===== src/rtl/dmem_reader.sv =====
// dmem_reader
//
// Sequential read-out engine for the CPU data memory. On a start command it
// fetches `count` consecutive words beginning at `baseAddr` through a spare
// synchronous-read port and streams them out on a valid/ready interface.
// A two-entry buffer absorbs the one-cycle RAM read latency. Reads are only
// issued when the buffer has room for them, so back-pressure never drops or
// repeats a word.
//
// Ports
//   clk        single clock, rising edge
//   rst        synchronous, active-high reset
//   start      one-cycle request, honoured only while idle
//   baseAddr   first word address, captured with start
//   count      number of words (0 .. 2^ADDR_W), captured with start
//   busy       high whenever a transfer is in progress (state != IDLE)
//   done       one-cycle pulse once the final word has been accepted
//   memRe      read strobe to the data-memory read port
//   memAddr    read address, qualified by memRe
//   memRdata   read data, valid the cycle after memRe
//   outValid   stream word available
//   outData    stream word (buffer head)
//   outLast    final word of the transfer, qualified by outValid
//   outReady   consumer accepts the word when outValid && outReady
module dmem_reader #(
    parameter int ADDR_W = 8,
    parameter int DATA_W = 16
) (
    input  logic              clk,
    input  logic              rst,
    input  logic              start,
    input  logic [ADDR_W-1:0] baseAddr,
    input  logic [ADDR_W:0]   count,
    output logic              busy,
    output logic              done,
    output logic              memRe,
    output logic [ADDR_W-1:0] memAddr,
    input  logic [DATA_W-1:0] memRdata,
    output logic              outValid,
    output logic [DATA_W-1:0] outData,
    output logic              outLast,
    input  logic              outReady
);

    typedef enum logic [1:0] {
        IDLE,
        RUN,
        FLUSH,
        DONE
    } stateT;

    localparam logic [ADDR_W-1:0] ADDR_ONE = 1;
    localparam logic [ADDR_W:0]   CNT_ONE  = 1;
    localparam logic [ADDR_W:0]   CNT_ZERO = '0;

    stateT             state;
    stateT             stateNext;

    logic [ADDR_W-1:0] addrCnt;
    logic [ADDR_W:0]   issueCnt;
    logic [ADDR_W:0]   deliverCnt;

    logic [DATA_W-1:0] bufMem [2];
    logic              rdPtr;
    logic              wrPtr;
    logic [1:0]        occ;
    logic              inFlight;

    logic              pop;
    logic [1:0]        load;
    logic [1:0]        room;

    // Next state and outputs
    always_comb begin
        stateNext = state;
        outValid  = (occ != 2'd0);
        pop       = outValid && outReady;
        outData   = outValid ? bufMem[rdPtr] : '0;
        outLast   = (deliverCnt == CNT_ONE);
        busy      = (state != IDLE);
        done      = (state == DONE);
        memAddr   = addrCnt;

        // Words held plus words in flight. A word popped this cycle frees its
        // slot at the same edge the new read is launched, so counting the pop
        // keeps the stream at one word per cycle while the total held or in
        // flight after any edge still never exceeds two.
        load  = occ + {1'b0, inFlight};
        room  = 2'd1 + {1'b0, pop};
        memRe = (state == RUN) && (load <= room);

        case (state)
            IDLE: begin
                if (start) begin
                    stateNext = (count == CNT_ZERO) ? DONE : RUN;
                end
            end
            RUN: begin
                if (memRe && (issueCnt == CNT_ONE)) begin
                    stateNext = FLUSH;
                end
            end
            FLUSH: begin
                if (pop && (deliverCnt == CNT_ONE)) begin
                    stateNext = DONE;
                end
            end
            DONE: begin
                stateNext = IDLE;
            end
            default: begin
                stateNext = IDLE;
            end
        endcase
    end

    // State register, counters and the two-entry buffer
    always_ff @(posedge clk) begin
        if (rst) begin
            state      <= IDLE;
            addrCnt    <= '0;
            issueCnt   <= '0;
            deliverCnt <= '0;
            bufMem[0]  <= '0;
            bufMem[1]  <= '0;
            rdPtr      <= 1'b0;
            wrPtr      <= 1'b0;
            occ        <= '0;
            inFlight   <= 1'b0;
        end else begin
            state    <= stateNext;
            inFlight <= memRe;

            if ((state == IDLE) && start) begin
                addrCnt    <= baseAddr;
                issueCnt   <= count;
                deliverCnt <= count;
            end else begin
                if (memRe) begin
                    addrCnt  <= addrCnt + ADDR_ONE;
                    issueCnt <= issueCnt - CNT_ONE;
                end
                if (pop) begin
                    deliverCnt <= deliverCnt - CNT_ONE;
                end
            end

            // Read data lands one cycle after the strobe; the issue rule
            // guarantees a free slot, so capture is unconditional.
            if (inFlight) begin
                bufMem[wrPtr] <= memRdata;
                wrPtr         <= ~wrPtr;
            end
            if (pop) begin
                rdPtr <= ~rdPtr;
            end

            occ <= occ + {1'b0, inFlight} - {1'b0, pop};
        end
    end

endmodule


===== config.mk =====
export PLATFORM = sky130hd
export DESIGN_NAME = dmem_reader
export DESIGN_NICKNAME = d
export VERILOG_FILES = /design/src/rtl/dmem_reader.sv
export SDC_FILE = /design/constraint.sdc
export NUM_CORES = 1
export LEC_CHECK = 0
export BUFFER_PORTS_ARGS = -buffer_cell sky130_fd_sc_hd__buf_2
export CORE_MARGIN = 8
export CORE_UTILIZATION = 30
export CTS_CLUSTER_SIZE = 12
export DETAILED_ROUTE_END_ITERATION = 12
export PLACE_DENSITY = 0.48
export SYNTH_ARGS = -nofsm -noshare
export SYNTH_HDL_FRONTEND = slang
export SYNTH_SLANG_ARGS = --single-unit

===== constraint.sdc =====
create_clock -name clk -period 7.5 [get_ports clk]
set_input_delay 1.5 -clock clk [delete_from_list [all_inputs] [get_ports clk]]
set_output_delay 1.5 -clock clk [all_outputs]
set_load 0.01 [all_outputs]

# [Yosys cells after proc, flatten, opt, wreduce, memory -nomap -nowiden]
# Memory sizes are Yosys's and may differ from the RTL's. A register that Yosys moved wholly into a read port is not among the register bits.
# Cells that the tools add are included.
[op_classes] bitwise_logic=2 reduce_logical=13 n_lt_le_gt_ge=1 n_eq_ne=8 mux=22 n_addsub=6
[op_table] operator="$mux W9" count=4
[op_table] operator="$mux W16" count=2
[op_table] operator="$eq A9 B1 Y1 const B" count=2
[op_table] operator="$sub A9 B1 Y9 const B" count=2
[op_table] operator="$mux W8" count=2
[op_table] operator="$reduce_or A16 Y1" count=1
[op_table] operator="$logic_not A9 Y1" count=1
[op_table] operator="$mux W1" count=9
[op_table] operator="$add A8 B1 Y8 const B" count=1
[op_table] operator="$mux W2" count=4
[op_table] operator="$pmux W2 S4" count=1
[op_table] operator="$reduce_bool A2 Y1" count=4
[op_table] operator="$logic_and A1 B1 Y1" count=5
[op_table] operator="$eq A2 B2 Y1 const B" count=2
[op_table] operator="$ne A2 B2 Y1 const B" count=2
[op_table] operator="$reduce_and A3 Y1" count=1
[op_table] operator="$add A1 B1 Y2 const A" count=1
[op_table] operator="$add A2 B1 Y2" count=1
[op_table] operator="$eq A2 B1 Y1 const B" count=1
[op_table] operator="$le A2 B2 Y1" count=1
[op_table] operator="$logic_not A2 Y1" count=1
[op_table] operator="$ne A2 B1 Y1 const B" count=1
[op_table] operator="$not A1 Y1" count=2
[op_table] operator="$sub A2 B1 Y2" count=1
[totals] ram_bits=32 reg_bits=33 input_bits=37 wordCells=61 out_inout_bits=29 n_memories=1
[mem_list] memory="bufMem" words=2 word_bits=16 read_ports=1 rd_ports_with_merged_regs=1 write_ports=2 line_no="63" source="logic [DATA_W-1:0] bufMem [2];"

# [Longest topological paths before layout]
[depth] word_depth=8 ltp_mapped=9 mapped_depth_nobuf=8

# [Worst setup path after synthesis]
# Ideal clock, no wire load.
[synth_path] kind="in2out" from="input port outReady" to="output port memRe" cell_stages=6 n_path_buf=2 arrival_time_ns=2.963 slack_ns=3.037 t_required_ns=6.000 path_cell_list="o21ai_0 clkbuf_1 ha_1 o2111a_1 a211oi_2 buf_2"
[synth_between] elab_chain_len=4
[synth_lines] element="start: declaration" line_no="42" source="input logic outReady"
[synth_lines] element="$logic_and A1 B1 Y1" line_no="77" source="pop = outValid && outReady;"
[synth_lines] element="$add A1 B1 Y2" line_no="89" source="room = 2'd1 + {1'b0, pop};"
[synth_lines] element="$le A2 B2 Y1" line_no="90" source="memRe = (state == RUN) && (load <= room);"
[synth_lines] element="$logic_and A1 B1 Y1" line_no="90"
[synth_lines] element="end: declaration" line_no="36" source="output logic memRe,"
# No other way between the ends.

# [Worst setup path in the final report]
# Ends and elaborated chain as after synthesis.

==> flow_summary.json <==
{
  "gp_congestion": 0.6931,
  "h-tree-depth": 3,
  "worstReg2RegStart": "occ[0]",
  "dp_hpwl_um": 5504,
  "pwr-share-seq_pct": 37.5,
  "rsz0062_at_grt": "false",
  "worstSetupPathDepth": 7,
  "cts.path.max_buffers": 2,
  "die_x_um": 120.5,
  "detail_route.wl_per_cell_um": 14.73,
  "netlist_instances": 316,
  "wirelength_um": 7778,
  "cp_max_fo": 18,
  "crit_path_end": "memRe",
  "num_vias": 2462,
  "peakVddDrop_v": 0.0001622,
  "synth_top_family_by_area": "simple AND/OR/NAND/NOR gates",
  "io_buffer_count": 65,
  "synth-simple-area-share_pct": 18.84,
  "crit_start": "outReady",
  "drv_slew": 0,
  "rows": 38,
  "avgSynthCellArea_sq_um": 10.36,
  "cts_setup_buffers": 0,
  "syn_to_final_growth_pct": 23.19,
  "status": "finished clean",
  "grt_util_all_layers_pct": 11.09,
  "rrSetupSlack_ps": 5070,
  "cp_slowest_cell": "ha_1",
  "cpMostUsedCell": "buf_2",
  "ys_types": 41,
  "p_int_uw": 954.2,
  "die-area_sq_mm": 0.01451,
  "clockRootBuffer": "clkbuf_8",
  "yosys.area_share.adder_pct": 4.585,
  "dr.pass1.iters": 4,
  "synth_top_area_share_pct": 29.35,
  "num_io_pins": 66,
  "synth_area_leaders": "edfxtp_1 (29%), dfxtp_1 (21%), and2_1 (6.1%), mux2i_1 (5.2%), ha_1 (4.6%)",
  "synth_compound_area_share_pct": 11.27,
  "fin_crit_sh_pct": 58.22,
  "crit_path_end_kind": "primary output",
  "grt_antenna_before_repair": 0,
  "diodes": 0,
  "clock_sinks": 66,
  "synth_mux_area_share_pct": 5.197,
  "cts_hold_buffers": 0,
  "path_buf_inv": 3,
  "cp_top_family": "buffers and inverters",
  "drc": 0,
  "yosys_warnings": 0,
  "cp.arrival_ps": 2870,
  "maxCapViolations": 0,
  "rr_endpoint": "issueCnt[6]",
  "r2r_cells": 8,
  "overflow": 0,
  "synthesis.area_sq_mm": 0.003274,
  "p_leak_uw": 0.001633,
  "antenna_left": 0,
  "pre_cts_slack_ps": 3130,
  "grt_pass1_vias": 2525,
  "synth_xor_area_share_pct": 6.955,
  "drt_iter0_markers": 98,
  "routed_via_density": 4.663,
  "ys_seq_elements": 66,
  "p_sw_share_pct": 35.47,
  "fmaxAchievable_mhz": 229.0,
  "core_area_sq_mm": 0.01075,
  "worstSetupStartpointType": "primary input",
  "final_nets": 432,
  "cts_resized": 0,
  "clk_pin_slew_ps": 70,
  "synth_ff_type": "dfxtp_1",
  "synth-edff-count": 32,
  "power.share.combinational_pct": 35.5,
  "cts_tree": "yes",
  "ys_seq_area_share_pct": 50.13,
  "yosys.area.top_type": "edfxtp_1",
  "setup_ws_ps": 3133,
  "clock_power_share_pct": 27.0,
  "finalSetupTns_ps": 0,
  "path_cells": "buf_2 -> o21ai_0 -> ha_1 -> a21boi_0 -> a211oi_2 -> buf_4 -> buf_2",
  "worstSetupPathType": "in -> out",
  "clock_skew_ps": 10.52,
  "finalCriticalPeriod_ps": 4367,
  "die_y_um": 120.5,
  "hold_violations": 0,
  "clock_latency_ps": 340,
  "synth.cells.most_frequent": "nor2_1 (37), dfxtp_1 (34), and2_1 (32), edfxtp_1 (32), a21oi_1 (23)",
  "worstMarginPinSlew_ps": 986.3,
  "max-slew-margin-rel_pct": 34.16,
  "cts_inserted_buffers": 9,
  "worstPathRequired_ps": 6000,
  "setup_viol": 0,
  "cpPeakStageDelay_ps": 340,
  "grt_max_degree": 43,
  "hold_path_class": "reg -> reg",
  "power_density_mw_per_mm2": 366.6,
  "start_util_pct": 30.47,
  "yosys.cell_count.top_type": "nor2_1",
  "grt_pass1_wl_um": 12700,
  "drive_above_1_share_pct": 23.97,
  "power.switching_uw": 524.5,
  "synth_async_sr_flop_share_pct": 0,
  "synth.net_count": 365
}
[per-layer routing]
metal	global-route usage, %	vias up	part of all wire [%]
met3	3.776	5	5.1
met4	3.044	0	0.77
met2	18.44	55	48
met5	0	-	0
met1	13.37	1160	47
li1	-	1242	-
[layout by cell type, fill, tap and decap left out, types with 2 or more instances in the layout]
cell type and count:
nor2b_1 2, a21oi_1 23, nor3b_2 2, dfxtp_1 34, inv_1 12, and3_1 2, clkbuf_8 9, nor3_1 8
nor2_1 37, ha_1 12, nand2_1 10, edfxtp_1 32, nand3_1 4, xor2_1 17, o21bai_1 8, nand4_1 3
buf_2 65, nand4b_1 4, mux2i_1 17, a211oi_1 8, xnor2_1 9, a21o_1 2, bufinv_16 4, o211ai_1 3
or4_1 2, nor4_1 2, and2_1 32, buf_4 5, o21ai_0 3
[registers in the layout, indices dropped and copies added, names as in the netlist, named ones only]
signal	cells
deliverCnt	9
wrPtr	1
occ	2
inFlight	1
issueCnt	9
state	2
memAddr	8
rdPtr	1
bufMem	32
[area by class of cell]
type | count | area (sq um)
Clock inverter | 6 | 137.6
Timing Repair Buffer | 70 | 362.8
Fill cell | 1107 | 6711
Tap cell | 140 | 175.2
Clock buffer | 10 | 127.6
Sequential cell | 66 | 1642
Inverter | 12 | 45.04
Multi-Input combinational cell | 224 | 1544
[cells by family after synthesis]
kind of cell,after synthesis
AO/OA/AOI/OAI,54
flip-flops,66
AND/OR/NAND/NOR,115
XOR/XNOR,26
buffers and inverters,26
adder cells (fa/ha/maj),12
multiplexers,17
[power groups by stage]
stage / sequential [uW] / combinational, uW / clock, uW
after floorplan: 538 / 383 / 0
after global placement: 561 / 525 / 0
after detailed placement: 563 / 532 / 0
after CTS: 555 / 536 / 410
after global routing: 567 / 598 / 425
final: 554 / 525 / 400
[per-stage QoR]
stage | area, sq um | cells | utilization (%) | hold WS (ps) | power, uW
detailed placement | 3769 | 512 | 35.07 | 495.7 | 1095
CTS | 4034 | 528 | 37.54 | 510.9 | 1502
global placement | 3769 | 512 | 35.07 | 488.3 | 1086
finish | 4034 | 528 | 37.54 | 504.0 | 1479
floorplan | 3274 | 316 | - | 472.5 | 921.0
global route | 4034 | 528 | 37.54 | 551.3 | 1590
[worst min path at each step]
stage	start	endpoint	depth (start not counted)	slack [ps]
after floorplan	rdPtr	flop	2	470
after global placement	rdPtr	flop	2	490
after detailed placement	rdPtr	rdPtr	2	500
after CTS	rdPtr	flop	2	510
after global routing	rdPtr	rdPtr	2	550
final	rdPtr	flop	2	500
[worst reg2reg max path: cells and delay by family (launching register included)]
kind | cells | cell delay [ps]
AND/OR/NAND/NOR | 1 | 510
XOR/XNOR | 2 | 390
adder cells (fa/ha/maj) | 2 | 490
flip-flops | 1 | 430
AO/OA/AOI/OAI | 3 | 490
(Power assumes the default switching activity.)
